$ cat src/rtl/sprite_fetch.sv
// Per-scanline sprite pattern fetch: walks the 8 secondary-OAM slots in cycles
// 256-319 and hands each slot to a sprite shifter. Flip support: SPRITE_FETCH_FLIP_EN.
module sprite_fetch (
    input  logic        clk,
    input  logic        i_rst,
    input  logic        i_ce,
    input  logic [8:0]  i_cycle,
    input  logic [8:0]  i_scanline,
    input  logic        i_render_en,
    input  logic        i_obj_size,
    input  logic        i_obj_base,
    input  logic [7:0]  i_oam_bus,
    output logic [13:0] o_vram_addr,
    output logic        o_vram_rd,
    input  logic [7:0]  i_vram_data,
    output logic [3:0]  o_load,
    output logic [26:0] o_load_in,
    output logic [2:0]  o_slot,
    output logic        o_busy
);

    typedef enum logic [1:0] {
        ST_IDLE     = 2'd0,
        ST_LATCH    = 2'd1,
        ST_FETCH_LO = 2'd2,
        ST_FETCH_HI = 2'd3
    } state_t;

    state_t      r_state;
    state_t      w_state_nxt;

    logic [3:0]  r_row;
    logic        r_empty;
    logic [7:0]  r_tile;
    logic [1:0]  r_pal;
    logic        r_prio;
    logic [7:0]  r_x;
    logic [7:0]  r_lo;
    logic [8:0]  r_next_cycle;
    logic [3:0]  r_load;
    logic [26:0] r_load_in;

    logic        w_active;
    logic        w_start;
    logic        w_contig;
    logic        w_run;
    logic [2:0]  w_off;
    logic        w_vflip;
    logic        w_hflip;
    logic [3:0]  w_row;
    logic        w_plane;
    logic [13:0] w_addr;
    logic [7:0]  w_pix_lo;
    logic [7:0]  w_pix_hi;

    function automatic logic [7:0] bit_rev(input logic [7:0] b);
        logic [7:0] r;
        for (int i = 0; i < 8; i++) r[i] = b[7-i];
        return r;
    endfunction

`ifdef SPRITE_FETCH_FLIP_EN
    logic r_vflip;
    logic r_hflip;
    assign w_vflip = r_vflip;
    assign w_hflip = r_hflip;
`else
    assign w_vflip = 1'b0;
    assign w_hflip = 1'b0;
`endif

    assign w_active = i_render_en && ((i_scanline <= 9'd239) || (i_scanline == 9'd261));
    assign w_start  = w_active && (i_cycle == 9'd256) && !i_rst;
    assign w_contig = (i_cycle == r_next_cycle);
    // A slot is only worked on while rendering stays on and the cycle count is unbroken.
    assign w_run    = w_active && w_contig && (r_state != ST_IDLE);
    assign w_off    = i_cycle[2:0];

    assign w_row    = w_vflip ? ~r_row : r_row;
    assign w_plane  = (r_state == ST_FETCH_HI);
    assign w_addr   = i_obj_size ? {1'b0, r_tile[0], r_tile[7:1], w_row[3], w_plane, w_row[2:0]}
                                 : {1'b0, i_obj_base, r_tile, w_plane, w_row[2:0]};

    assign w_pix_lo = r_empty ? 8'h00 : (w_hflip ? r_lo : bit_rev(r_lo));
    assign w_pix_hi = r_empty ? 8'h00 : (w_hflip ? i_vram_data : bit_rev(i_vram_data));

    assign o_vram_addr = (w_run && (r_state == ST_FETCH_LO || r_state == ST_FETCH_HI)) ? w_addr : 14'd0;
    assign o_vram_rd   = w_run && (((r_state == ST_FETCH_LO) && (w_off == 3'd4)) ||
                                   ((r_state == ST_FETCH_HI) && (w_off == 3'd6)));
    assign o_busy      = w_run || w_start;
    assign o_slot      = i_cycle[5:3];
    assign o_load      = r_load;
    assign o_load_in   = r_load_in;

    always_ff @(posedge clk or posedge i_rst) begin
        if (i_rst) begin
            r_state <= ST_IDLE;
        end else if (i_ce) begin
            r_state <= w_state_nxt;
        end
    end

    always_comb begin
        w_state_nxt = r_state;
        if (w_start) begin
            w_state_nxt = ST_LATCH;
        end else if (r_state != ST_IDLE && !(w_active && w_contig)) begin
            w_state_nxt = ST_IDLE;
        end else begin
            case (r_state)
                ST_LATCH:    if (w_off == 3'd3) w_state_nxt = ST_FETCH_LO;
                ST_FETCH_LO: if (w_off == 3'd5) w_state_nxt = ST_FETCH_HI;
                ST_FETCH_HI: if (w_off == 3'd7)
                                 w_state_nxt = (i_cycle[5:3] == 3'd7) ? ST_IDLE : ST_LATCH;
                default:     w_state_nxt = ST_IDLE;
            endcase
        end
    end

    always_ff @(posedge clk or posedge i_rst) begin
        if (i_rst) begin
            r_row        <= 4'd0;
            r_empty      <= 1'b0;
            r_tile       <= 8'd0;
            r_pal        <= 2'd0;
            r_prio       <= 1'b0;
            r_x          <= 8'd0;
            r_lo         <= 8'd0;
            r_next_cycle <= 9'd0;
            r_load       <= 4'd0;
            r_load_in    <= 27'd0;
`ifdef SPRITE_FETCH_FLIP_EN
            r_vflip      <= 1'b0;
            r_hflip      <= 1'b0;
`endif
        end else if (i_ce) begin
            r_next_cycle <= i_cycle + 9'd1;
            r_load       <= 4'd0;
            if (w_start) begin
                r_row   <= i_oam_bus[3:0];
                r_empty <= |i_oam_bus[7:4];
            end else if (w_run) begin
                case (r_state)
                    ST_LATCH: begin
                        case (w_off)
                            3'd0: begin
                                r_row   <= i_oam_bus[3:0];
                                r_empty <= |i_oam_bus[7:4];
                            end
                            3'd1: r_tile <= i_oam_bus;
                            3'd2: begin
                                r_pal  <= i_oam_bus[1:0];
                                r_prio <= i_oam_bus[5];
`ifdef SPRITE_FETCH_FLIP_EN
                                r_vflip <= i_oam_bus[7];
                                r_hflip <= i_oam_bus[6];
`endif
                            end
                            3'd3: r_x <= i_oam_bus;
                            default: ;
                        endcase
                    end
                    ST_FETCH_LO: if (w_off == 3'd5) r_lo <= i_vram_data;
                    ST_FETCH_HI: if (w_off == 3'd7) begin
                        r_load    <= 4'b1111;
                        r_load_in <= {w_pix_lo, w_pix_hi, r_x, r_pal, r_prio};
                    end
                    default: ;
                endcase
            end
        end
    end

endmodule

$ cat config.mk
export PLATFORM = sky130hd
export DESIGN_NAME = sprite_fetch
export DESIGN_NICKNAME = d
export VERILOG_FILES = /design/src/rtl/sprite_fetch.sv
export SDC_FILE = /design/constraint.sdc
export NUM_CORES = 1
export LEC_CHECK = 0
export BUFFER_PORTS_ARGS = -buffer_cell sky130_fd_sc_hd__clkbuf_2
export CAP_MARGIN = 20
export CORE_ASPECT_RATIO = 0.75
export CORE_UTILIZATION = 58
export DETAILED_ROUTE_END_ITERATION = 8
export PLACE_DENSITY = 0.86
export SETUP_SLACK_MARGIN = 0.4
export SLEW_MARGIN = 10
export SYNTH_ARGS = -nofsm -noshare
export SYNTH_HDL_FRONTEND = slang
export SYNTH_SLANG_ARGS = --single-unit
$ cat constraint.sdc
create_clock -name clk -period 5.9 [get_ports clk]
set_input_delay 0.59 -clock clk [delete_from_list [all_inputs] [get_ports clk]]
set_output_delay 0.59 -clock clk [all_outputs]
set_load 0.02 [all_outputs]
==> out/metrics.csv <==
stage,metric,value,unit
power,Total Power,1110,uW
clock_network,post-CTS setup buffer count,0,
logic_synthesis,number of flops mapped to enable cells by yosys,0,
clock_network,CTS Hold Bufs,0,
setup_path,sequence of cells on the critical path,"clkbuf_2, inv_2, buf_4, nand4_1, and2_0, nand4_4, mux2_2",
setup_path,Worst path slowest cell,buf_4,
logic_synthesis,synthesized area per cell,12.4,um2
layout,Fill cells,448,
outcome,status,completed,
sta,WHS,0.493,ns
sta,worst slew pin tran,0.886,ns
power,PwrDens,257,nW/um2
logic_synthesis,Yosys warning count,0,
logic_synthesis,syn_nets,345,
global_routing,largest net degree at the start of global routing,73,
detailed_routing,routed length per instance,16.6,um
die,Core Box Area,5950,um2
detailed_routing,DR iter-0 viols,108,
die,Initial Util,61.7,%
placed_design,DP HPWL,5.47,mm
logic_synthesis,Synth Flop Type,dfrtp_1,
setup_path,Setup CP Type,input pin to register,
sta,Final Hold Vio Count,0,
logic_synthesis,Post-Syn Area,3670,um2
detailed_routing,uppermost layer routed,met4,
sta,TNS Setup,0,ns
logic_synthesis,Yosys cell types,49,
layout,Layout area overhead,17.7,%
detailed_routing,vias per std cell,5.41,
detailed_routing,metal1 wirelength,3.33,mm
die,Chip Width,93.8,um
detailed_routing,drt pass-1 iters,4,
detailed_routing,metal2 WL,3.82,mm
clock_network,H-tree Lvls,3,
power,Leak Pwr,0.00235,uW
logic_synthesis,Yosys reg bits,71,
detailed_routing,Routed WL,7.64,mm
global_routing,initial antenna violation count,0,
layout,Register Area,1780,um2
logic_synthesis,most common cell in the synthesized netlist,dfrtp_1,
setup_path,CP Data Arrival Time,3.14,ns
logic_synthesis,"Seq/Total Area, Yosys",48.4,%
clock_network,Clock transition at path regs,0.08,ns
logic_synthesis,largest cells by area after synthesis,"dfrtp_1 48%, mux2_2 13%, mux2_4 7.8%, nor2b_1 3.6%, ha_1 3.4%",
setup_path,CP endpoint kind,register,
global_routing,grt ovf,0,
global_routing,first-pass GRT wire length,12.6,mm
die,Die ar.,6650,um2
clock_network,Root Buffer,clkbuf_8,
global_routing,vias in the first global route,2504,
layout,antenna cell count,0,
logic_synthesis,Yosys top cell area share,48.4,%
clock_network,CTS Sinks,71,
setup_path,WP buf/inv,3,
global_routing,Total GRT Usage,25.2,%
layout,NumNets Final,427,
detailed_routing,# DRC,0,
power,maximum VDD drop,0.168,mV
logic_synthesis,Cells after Synth,295,
detailed_routing,via count,2490,
setup_path,Worst Path Required,6.12,ns
detailed_routing,met3 routed WL,446,um
clock_network,CTS Buf Count,9,
sta,RSZ-0062 raised after global routing,no,
die,Ports,90,
setup_path,cell family with most CP delay,simple AND/OR/NAND/NOR gates,
run,# Max-Cap Violations,0,
clock_network,CTS resizes,0,
placed_design,GP Congestion,0.905,
setup_path,CP max FO,72,
min_path,Hold Crit Class,input pin to register,
logic_synthesis,"Async S/R FF share, synth",100,%
placed_design,Buffers on Ports,88,
sta,Final setup violation count,0,
layout,layout cell share with drive strength beyond 1,44.8,%
sta,fin crit share,49.5,%
sta,Period minus WS final,2.92,ns
clock_network,Max Buffers Root-to-Sink,2,
layout,Multi-input gate area,1730,um2
clock_network,clk_lat worst skew,0.34,ns
sta,count of pins over their slew limit,0,
logic_synthesis,Yosys top cell by area,dfrtp_1,
setup_path,CP max stage delay,0.67,ns
sta,Layout Skew,0.00706,ns
sta,Slew headroom,40.9,%
setup_path,Setup crit start kind,input pin,
clock_network,TritonCTS clock tree,built,
die,height of the die,70.9,um
die,Std-Cell Rows,24,
logic_synthesis,synth cell count leaders,"71 x dfrtp_1, 41 x mux2_2, 21 x nor2b_1",
detailed_routing,Post-DRT Antenna Nets,0,
sta,fmax,342,MHz
## per-layer routing
| metal | global-route usage [%] | vias up |
|---|---|---|
| met5 | 0 | - |
| met4 | 5.98 | 0 |
| met3 | 7.74 | 4 |
| met2 | 41.4 | 82 |
| met1 | 33.0 | 1217 |
| li1 | - | 1187 |
## state kept, by name, indices dropped and copies added, names as in the netlist
signal and count:
o_load 1, o_load_in 27, r_empty 1, r_lo 8, r_next_cycle 9, r_pal 2
r_prio 1, r_row 4, r_state 2, r_tile 8, r_x 8
## worst reg2reg max path, stage by stage (launching register included)
cell and delay (ns):
dfrtp_1 0.48, inv_1 0.12, ha_1 0.30, nor2_1 0.17, and2_0 0.40, nand4_4 0.59
mux2_4 0.52
## kinds of logic (layout without fill, tap and decap cells)
| kind of cell | Yosys count | in the layout | synth area share [%] |
|---|---|---|---|
| adder cells (fa/ha/maj) | 10 | 10 | 3.41 |
| AND/OR/NAND/NOR | 84 | 84 | 14.2 |
| XOR/XNOR | 15 | 15 | 3.79 |
| AO/OA/AOI/OAI | 25 | 25 | 4.81 |
| multiplexers | 62 | 62 | 20.9 |
| buffers and inverters | 27 | 114 | 4.30 |
| flip-flops | 71 | 71 | 48.4 |
| other | 1 | 1 | 0.102 |
## per-stage QoR
step	instance area (um2)	utilization, %	cells	setup WS, ns
detailed placement	4090	68.8	444	2.57
global route	4320	72.6	460	2.68
finish	4320	72.6	460	2.98
floorplan	3670	-	295	2.12
CTS	4320	72.6	460	2.92
global placement	4090	68.8	444	2.64
## area by class of cell
cell class | instances | area share, %
inverters | 8 | 0.696
flip-flops and latches | 71 | 41.2
clock inverters | 4 | 1.80
well taps | 78 | 2.26
clock buffers | 12 | 3.36
repair buffers | 90 | 10.6
multi-input cells | 197 | 40.2
## report_power, final
part	leakage, uW	switching [uW]	internal, uW
Sequential	0.000966	15.5	499
Clock	0.000111	178	252
Combinational	0.00127	101	64.3
Total	0.00235	295	816
## layout by cell type (no fill, tap or decap), types with 7 or more instances in the layout
master    netlist  layout
clkbuf_2        0      88
dfrtp_1        71      71
mux2_2         41      41
nor2b_1        21      21
mux2_4         19      19
nor2_1         15      15
and2_1         12      12
xor2_1         10      10
ha_1           10      10
clkbuf_8        0      10
a21oi_1         9       9
inv_1           8       7
## worst paths after layout
kind	from	end	slack [ns]	depth (start not counted)
hold / removal	i_vram_data[7]	r_lo[7]	0.49	2
hold reg to reg	r_x[1]	o_load_in[4]	0.50	1
max in group asynchronous	i_rst	o_load_in[7]	4.83	3
setup / recovery	i_rst	o_load_in[2]	2.98	7
min in group asynchronous	i_rst	r_next_cycle[4]	0.51	3
setup reg to reg	r_state[0]	o_load_in[12]	3.20	6
Note: power is estimated with default switching activity, not from simulation.
